File: config.mk
export PLATFORM = sky130hd
export DESIGN_NAME = board_shift_driver
export DESIGN_NICKNAME = d
export VERILOG_FILES = /design/src/rtl/board_shift_driver.sv
export SDC_FILE = /design/constraint.sdc
export NUM_CORES = 1
export LEC_CHECK = 0
export CAP_MARGIN = 10
export CELL_PAD_IN_SITES_DETAIL_PLACEMENT = 1
export CELL_PAD_IN_SITES_GLOBAL_PLACEMENT = 1
export CORE_MARGIN = 4
export CORE_UTILIZATION = 47
export DETAILED_ROUTE_END_ITERATION = 7
export MAX_ROUTING_LAYER = met4
export PLACE_DENSITY = 0.82
export SLEW_MARGIN = 10
export SYNTH_ARGS = -nofsm -noshare
export SYNTH_HDL_FRONTEND = slang
export SYNTH_SLANG_ARGS = --single-unit
File: constraint.sdc
create_clock -name clk -period 4.2 [get_ports clk]
set_clock_uncertainty 0.15 [all_clocks]
set_input_delay 0.84 -clock clk [delete_from_list [all_inputs] [get_ports clk]]
set_output_delay 0.84 -clock clk [all_outputs]
set_load 0.02 [all_outputs]
File: src/rtl/board_shift_driver.sv
// Serial transmitter for the Connect-4 board: snapshots the cell colours and shifts
// them MSB-first into a 74HC595-style chain, then pulses the storage latch.
module board_shift_driver #(
    parameter int CELLS = 16,
    parameter int DIV   = 2
) (
    input  logic             clk,
    input  logic             reset,
    input  logic [CELLS-1:0] gameboard,
    input  logic [CELLS-1:0] player_cells,
    input  logic             update,
    output logic             sr_data,
    output logic             sr_clk,
    output logic             sr_latch,
    output logic             busy
);

    localparam int FRAME_BITS = 2 * CELLS;
    localparam int DIV_W      = (DIV > 1) ? $clog2(DIV) : 1;
    localparam int CNT_W      = $clog2(FRAME_BITS + 1);
    localparam logic [DIV_W-1:0] DIV_LAST = DIV_W'(DIV - 1);
    localparam logic [CNT_W-1:0] CNT_FULL = CNT_W'(FRAME_BITS);
    localparam logic [CNT_W-1:0] CNT_ONE  = CNT_W'(1);

    typedef enum logic [2:0] {
        ST_IDLE  = 3'd0,
        ST_LOAD  = 3'd1,
        ST_SH_LO = 3'd2,
        ST_SH_HI = 3'd3,
        ST_LATCH = 3'd4
    } state_t;

    // Red bit above yellow bit for each cell; owner bits of empty cells are dropped.
    function automatic logic [FRAME_BITS-1:0] build_frame(
        input logic [CELLS-1:0] occ,
        input logic [CELLS-1:0] own
    );
        logic [FRAME_BITS-1:0] f;
        f = '0;
        for (int i = 0; i < CELLS; i++) begin
            f[2*i+1] = occ[i] & ~own[i];
            f[2*i]   = occ[i] &  own[i];
        end
        return f;
    endfunction

    state_t                  state_r, state_n;
    logic [FRAME_BITS-1:0]   shreg_r, shreg_n;
    logic [CNT_W-1:0]        bit_cnt_r, bit_cnt_n;
    logic [DIV_W-1:0]        div_cnt_r, div_cnt_n;
    logic [2*CELLS-1:0]      last_board_r, last_board_n;
    logic                    pending_r, pending_n;
    logic                    sr_data_r, sr_clk_r, sr_latch_r, busy_r;
    logic                    sr_data_n;
    logic [2*CELLS-1:0]      live_s;
    logic                    start_req_s;
    logic                    div_done_s;

    assign live_s      = {gameboard, player_cells & gameboard};
    assign start_req_s = update | (live_s != last_board_r);
    assign div_done_s  = (div_cnt_r == DIV_LAST);

    // Next-state, datapath and pending-request logic.
    always_comb begin
        state_n      = state_r;
        shreg_n      = shreg_r;
        bit_cnt_n    = bit_cnt_r;
        div_cnt_n    = div_cnt_r;
        last_board_n = last_board_r;
        pending_n    = pending_r;
        case (state_r)
            ST_IDLE: begin
                if (start_req_s) begin
                    state_n = ST_LOAD;
                end else begin
                    state_n = ST_IDLE;
                end
            end
            ST_LOAD: begin
                shreg_n      = build_frame(gameboard, player_cells);
                last_board_n = live_s;
                pending_n    = 1'b0;
                bit_cnt_n    = CNT_FULL;
                div_cnt_n    = '0;
                state_n      = ST_SH_LO;
            end
            ST_SH_LO: begin
                if (div_done_s) begin
                    div_cnt_n = '0;
                    state_n   = ST_SH_HI;
                end else begin
                    div_cnt_n = div_cnt_r + DIV_W'(1);
                end
            end
            ST_SH_HI: begin
                if (div_done_s) begin
                    div_cnt_n = '0;
                    shreg_n   = {shreg_r[FRAME_BITS-2:0], 1'b0};
                    bit_cnt_n = bit_cnt_r - CNT_ONE;
                    if (bit_cnt_r == CNT_ONE) begin
                        state_n = ST_LATCH;
                    end else begin
                        state_n = ST_SH_LO;
                    end
                end else begin
                    div_cnt_n = div_cnt_r + DIV_W'(1);
                end
            end
            ST_LATCH: begin
                if (div_done_s) begin
                    div_cnt_n = '0;
                    // A request landing in the final latch cycle still earns a follow-up frame.
                    if (pending_r || start_req_s) begin
                        state_n = ST_LOAD;
                    end else begin
                        state_n = ST_IDLE;
                    end
                end else begin
                    div_cnt_n = div_cnt_r + DIV_W'(1);
                end
            end
            default: begin
                state_n   = ST_IDLE;
                div_cnt_n = '0;
            end
        endcase
        if (start_req_s && (state_r != ST_IDLE) && (state_r != ST_LOAD)) begin
            pending_n = 1'b1;
        end else begin
            pending_n = pending_n;
        end
    end

    // Serial data follows the shifter MSB while shifting and holds across the high phase.
    always_comb begin
        sr_data_n = 1'b0;
        case (state_n)
            ST_SH_LO: sr_data_n = shreg_n[FRAME_BITS-1];
            ST_SH_HI: sr_data_n = sr_data_r;
            default:  sr_data_n = 1'b0;
        endcase
    end

    // State, datapath and registered outputs.
    always_ff @(posedge clk or negedge reset) begin
        if (!reset) begin
            state_r      <= ST_IDLE;
            shreg_r      <= '0;
            bit_cnt_r    <= '0;
            div_cnt_r    <= '0;
            last_board_r <= '0;
            pending_r    <= 1'b0;
            sr_data_r    <= 1'b0;
            sr_clk_r     <= 1'b0;
            sr_latch_r   <= 1'b0;
            busy_r       <= 1'b0;
        end else begin
            state_r      <= state_n;
            shreg_r      <= shreg_n;
            bit_cnt_r    <= bit_cnt_n;
            div_cnt_r    <= div_cnt_n;
            last_board_r <= last_board_n;
            pending_r    <= pending_n;
            sr_data_r    <= sr_data_n;
            sr_clk_r     <= (state_n == ST_SH_HI);
            sr_latch_r   <= (state_n == ST_LATCH);
            busy_r       <= (state_n != ST_IDLE);
        end
    end

    assign sr_data  = sr_data_r;
    assign sr_clk   = sr_clk_r;
    assign sr_latch = sr_latch_r;
    assign busy     = busy_r;

endmodule

## Word-level counts from Yosys, hierarchy flattened

Cells that the tools add are included.

- Bits in registers: 79
- Logic and storage cells: 100

- Add/subtract/negate cells: 2
- Equal/unequal tests: 11
- Multiplexer cells: 16
- Bitwise gates (word level): 50
- Reductions and logical operators: 10

Operators by type and width:

| kind | count |
|---|---|
| $pmux W32 S2 | 1 |
| $and A1 B1 Y1 | 32 |
| $mux W32 | 1 |
| $ne A32 B32 Y1 | 1 |
| $and A16 B16 Y16 | 1 |
| $not A1 Y1 | 16 |
| $pmux W3 S5 | 1 |
| $eq A3 B2 Y1 const B | 4 |
| $mux W3 | 4 |
| $pmux W6 S2 | 1 |
| $eq A3 B3 Y1 const B | 2 |
| $eq A6 B1 Y1 const B | 1 |
| $mux W6 | 1 |
| $reduce_bool A3 Y1 | 2 |
| $sub A6 B1 Y6 const B | 1 |
| $mux W1 | 5 |
| $pmux W1 S2 | 2 |
| $reduce_bool A2 Y1 | 2 |
| $eq A3 B1 Y1 const B | 1 |
| $logic_not A3 Y1 | 1 |
| $ne A3 B1 Y1 const B | 1 |
| $reduce_or A3 Y1 | 1 |
| $logic_and A1 B1 Y1 | 2 |
| $ne A2 B2 Y1 const B | 1 |
| other kinds (4) | 4 |

## Longest topological paths before layout

- Word-level depth: 9
- Mapped depth: 9

## Worst setup path after synthesis

OpenSTA, ideal clock, no wires.

- Kind: input to register
- Start point: input port gameboard[14]
- End point: register state_r[0]
- Setup time: 124 ps
- Arrival time: 2311 ps
- Setup slack: 1615 ps
- Stages on the path: 6
- Path buffers: 0
- Cells stage by stage: a21o_1 -> a211oi_1 -> or4b_4 -> nor4_4 -> a31oi_1 -> a211o_1

- Longest elaborated chain between the ends: 7
- Elaborated cells between the ends (all ways): 8
- Those cells by class: eq/ne (1); mux (4); bitwise (2); reduce/logical (1)

Ends and longest elaborated chain:

| item | line | source |
|---|---|---|
| start: declaration | 9 | `input logic [CELLS-1:0] gameboard,` |
| $and A16 B16 Y16 | 59 | `assign live_s = {gameboard, player_cells & gameboard};` |
| $ne A32 B32 Y1 (*) | 60 | `assign start_req_s = update \| (live_s != last_board_r);` |
| $or A1 B1 Y1 (*) | 60 |  |
| $logic_or A1 B1 Y1 | 113 | `if (pending_r \|\| start_req_s) begin` |
| $mux W1 | 113 |  |
| $mux W3 | 110 | `if (div_done_s) begin` |
| $pmux W3 S5 (*) | 71 | `case (state_r)` |
| via state_n[0] | 47 | `state_t state_r, state_n;` |
| end signal: assignment | 158 | `state_r <= state_n;` |
| end: declaration | 47 |  |

Mark *: on every way through the listed nets, which the timed path passes. The rest lies on a longest branch.
A chain may end at the register's enable or synchronous reset.

## Worst setup path in the final report

Same ends and word-level chain as after synthesis.

==> run metrics <==
worst path arrival time=~3.1 ns; WL/cell=17.9 um; H-tree depth=3; critical-path cell list=clkdlybuf4s50_1, nand3_1, a211oi_1, or4b_4, nor4_4, a31oi_1, a211o_1; total number of vias=2,972; router iterations before antenna repair=4; area leader, netlist=dfrtp_1; status=finished, final reports clean; maximum clock rate=334 MHz; leakage power=about 2.1 nW; TritonCTS Buffers=9; clock latency at the later pin of the worst-skew pair=between 0.3 and 0.4 ns; Die X=just under 100 um; layout overhead on the synthesized area=18.6%; hpwl dp=roughly 6300 um; RSZ-0062 raised after global routing=false; post-CTS resize count=0; clock sinks=around 80; Core Util, Final=about three fifths; Crit. End Element=register; Clock Power Share=39.6%; count of different cell masters after synthesis=around 40; VDD IR max=about 0.22 mV; diodes inserted=0; Sw Share=between 20% and 30%; Sw Pwr=~0.37 mW; final hold slack=0.353 ns; DR DRC count=0; CTS Root Cell=clkbuf_8; CP startpoint kind=input port; initial antenna violation count=0; CP max-delay cell=clkdlybuf4s50_1; measured slew at the worst slew-check pin=about 0.98 ns; max-cap viol count=0; post-synthesis sequential area ratio=53.9%; final wirelength=roughly 9300 um; WS Path Type=input port to register; worst hold path type=register to register; slew margin rel.=between 30% and 40%; input/output buffers=38; Seq pwr share=between 50% and 60%; layout net count=between 400 and 500; cells after synthesis=~380; vias per cell=5.70; Setup violations, final=0; Power Internal=roughly 1.2 mW; combinational power share=under 10%; setup tns final=0 ns; minimum clock period=about 3.0 ns; FILL cells=~850; Area contributors post-synth=dfrtp_1, nand2_1, a221o_1; die footprint=between 9000 and 10,000 sq um; fin crit share=between 70% and 80%; I/O pin total=39; first-pass GRT wire length=between 15,000 and 20,000 um; chip height=approximately 96 um; worst endpoint required time=4.29 ns; RD Place Congestion=roughly 0.79; initial core utilization=roughly half; Mean Syn Cell Area=9.60 sq um; layout cell share with drive strength beyond 1=between 7 and 8%; row cnt=31; total core area=around 7400 sq um; Synthesized Nets=419; Hold Vio Cnt, Final=0; grt ovf=0; antenna violation net count after detailed routing=0; Synth top area share=a little over half; Clock Pin Slew Worst Setup and Hold Paths=0.08 ns; maximum clock insertion buffer count=2; PwrDens=~360 nW/um^2; critical path's largest stage delay=about 0.56 ns; largest net degree at the start of global routing=80; Max Slew Vio Count=0; initial drt markers=about 160; Tot Pwr=approximately 1.5 mW; YS warnings=0; Synth Register Bits=between 70 and 80; Critical Path Fanout Max=5; vias in the first global route=approximately 3,000; Setup Buffers After CTS=0; mapped cell area=roughly 3700 sq um; total track usage=23.1%; CTS tree=yes; Hold-fix buffers, CTS=0
==> cell usage in the layout, fill, tap and decap left out, drive strengths merged <==
master / netlist / layout
a211oi: 1 / 1
buf: 4 / 5
a21o: 2 / 2
o21ai: 7 / 7
a22oi: 14 / 14
nor3: 6 / 6
nand3: 21 / 21
a211o: 1 / 1
a22o: 1 / 1
a311oi: 1 / 1
nor2: 27 / 27
nor2b: 1 / 1
o2111ai: 2 / 2
a21boi: 1 / 1
a21oi: 10 / 10
bufinv: 0 / 2
mux2i: 1 / 1
and3: 9 / 9
a32oi: 1 / 1
clkinvlp: 0 / 3
nand2: 108 / 108
or3: 1 / 1
ha: 2 / 2
a221o: 16 / 16
mux2: 4 / 4
o32a: 1 / 1
dfrtp: 79 / 79
o22ai: 4 / 4
clkdlybuf4s50: 0 / 37
inv: 6 / 6
and3b: 1 / 1
nand2b: 4 / 4
clkbuf: 14 / 11
or4b: 1 / 1
xnor2: 12 / 12
xor2: 10 / 10
nor4: 4 / 4
nand4: 1 / 1
nor4b: 1 / 1
a31oi: 3 / 3
==> layout make-up <==
class                      instances  area (sq um)  share of cell area (%)
inverter                           6          22.5                   0.518
multi-input combinational        279          1600                    36.9
clock inverter                     5          82.6                    1.90
tap                               99           124                    2.85
sequential                        79          1980                    45.5
clock buffer                      11           131                    3.02
timing repair buffer              42           408                    9.38
==> logic make-up after synthesis <==
| family | count (synthesis) | share of synthesized area (%) |
|---|---|---|
| AOI/OAI and AO/OA | 65 | 13.4 |
| xor gates and xnor gates | 22 | 5.25 |
| adders and majority gates | 2 | 0.682 |
| and+or+nand+nor | 185 | 22.6 |
| buffers and inverters | 24 | 2.59 |
| muxes | 5 | 1.50 |
| DFF | 79 | 53.9 |
==> cell usage after synthesis (all sizes together) <==
master / count
nor2b: 1
a21o: 2
mux2i: 1
buf: 4
and3: 9
or4b: 1
a32oi: 1
nor3: 6
xnor2: 12
nor4: 4
a211oi: 1
nand2b: 4
a221o: 16
mux2: 4
a21boi: 1
a22o: 1
or3: 1
o21ai: 7
clkbuf: 14
a22oi: 14
ha: 2
a211o: 1
nand4: 1
nand2: 108
a21oi: 10
o32a: 1
nand3: 21
nor4b: 1
dfrtp: 79
and3b: 1
a311oi: 1
xor2: 10
o22ai: 4
o2111ai: 2
a31oi: 3
inv: 6
nor2: 27
==> layer usage <==
layer | up-vias | GRT usage [%] | routed length, um
li1 | 1405 | - | -
met4 | 0 | 7.71 | 133
met3 | 10 | 3.36 | 341
met1 | 1496 | 29.8 | 4160
met2 | 61 | 37.7 | 4700
met5 | - | - | 0
==> critical path: cells and delay by family <==
family          cells  cell delay (ns)
simple gates        3             0.96
buf+inv             1             0.56
compound gates      3             0.73
==> power groups by stage <==
stage / clock network, mW / registers (mW) / logic (mW)
after floorplan: 0 / 0.815 / 0.0539
after global placement: 0 / 0.818 / 0.127
after detailed placement: 0 / 0.819 / 0.131
after CTS: 0.626 / 0.805 / 0.133
after global routing: 0.669 / 0.808 / 0.145
final: 0.614 / 0.805 / 0.130
==> stage by stage <==
step	setup WS [ns]	instances	cell area (sq um)
floorplan	1.62	382	3670
global placement	0.908	505	4140
detailed placement	0.821	505	4140
CTS	1.20	521	4350
global route	1.10	521	4350
finish	1.21	521	4350
==> state kept, by name, summed over array words and instances, names as in the netlist <==
register and count:
pending_r 1, last_board_r 32, busy 1, state_r 3
shreg_r 32, bit_cnt_r 6, sr_latch 1, sr_data 1
sr_clk 1, div_cnt_r 1
==> final timing paths <==
check / startpoint / end / slack [ns] / depth (start not counted)
min in group asynchronous: reset / last_board_r[25] / 0.49 / 1
min: last_board_r[4] / last_board_r[4] / 0.35 / 2
max: gameboard[14] / state_r[0] / 1.21 / 7
min reg2reg: last_board_r[4] / last_board_r[4] / 0.35 / 2
max reg2reg: state_r[2] / shreg_r[27] / 1.50 / 6
max in group asynchronous: reset / pending_r / 2.77 / 1
(Power assumes the default switching activity.)
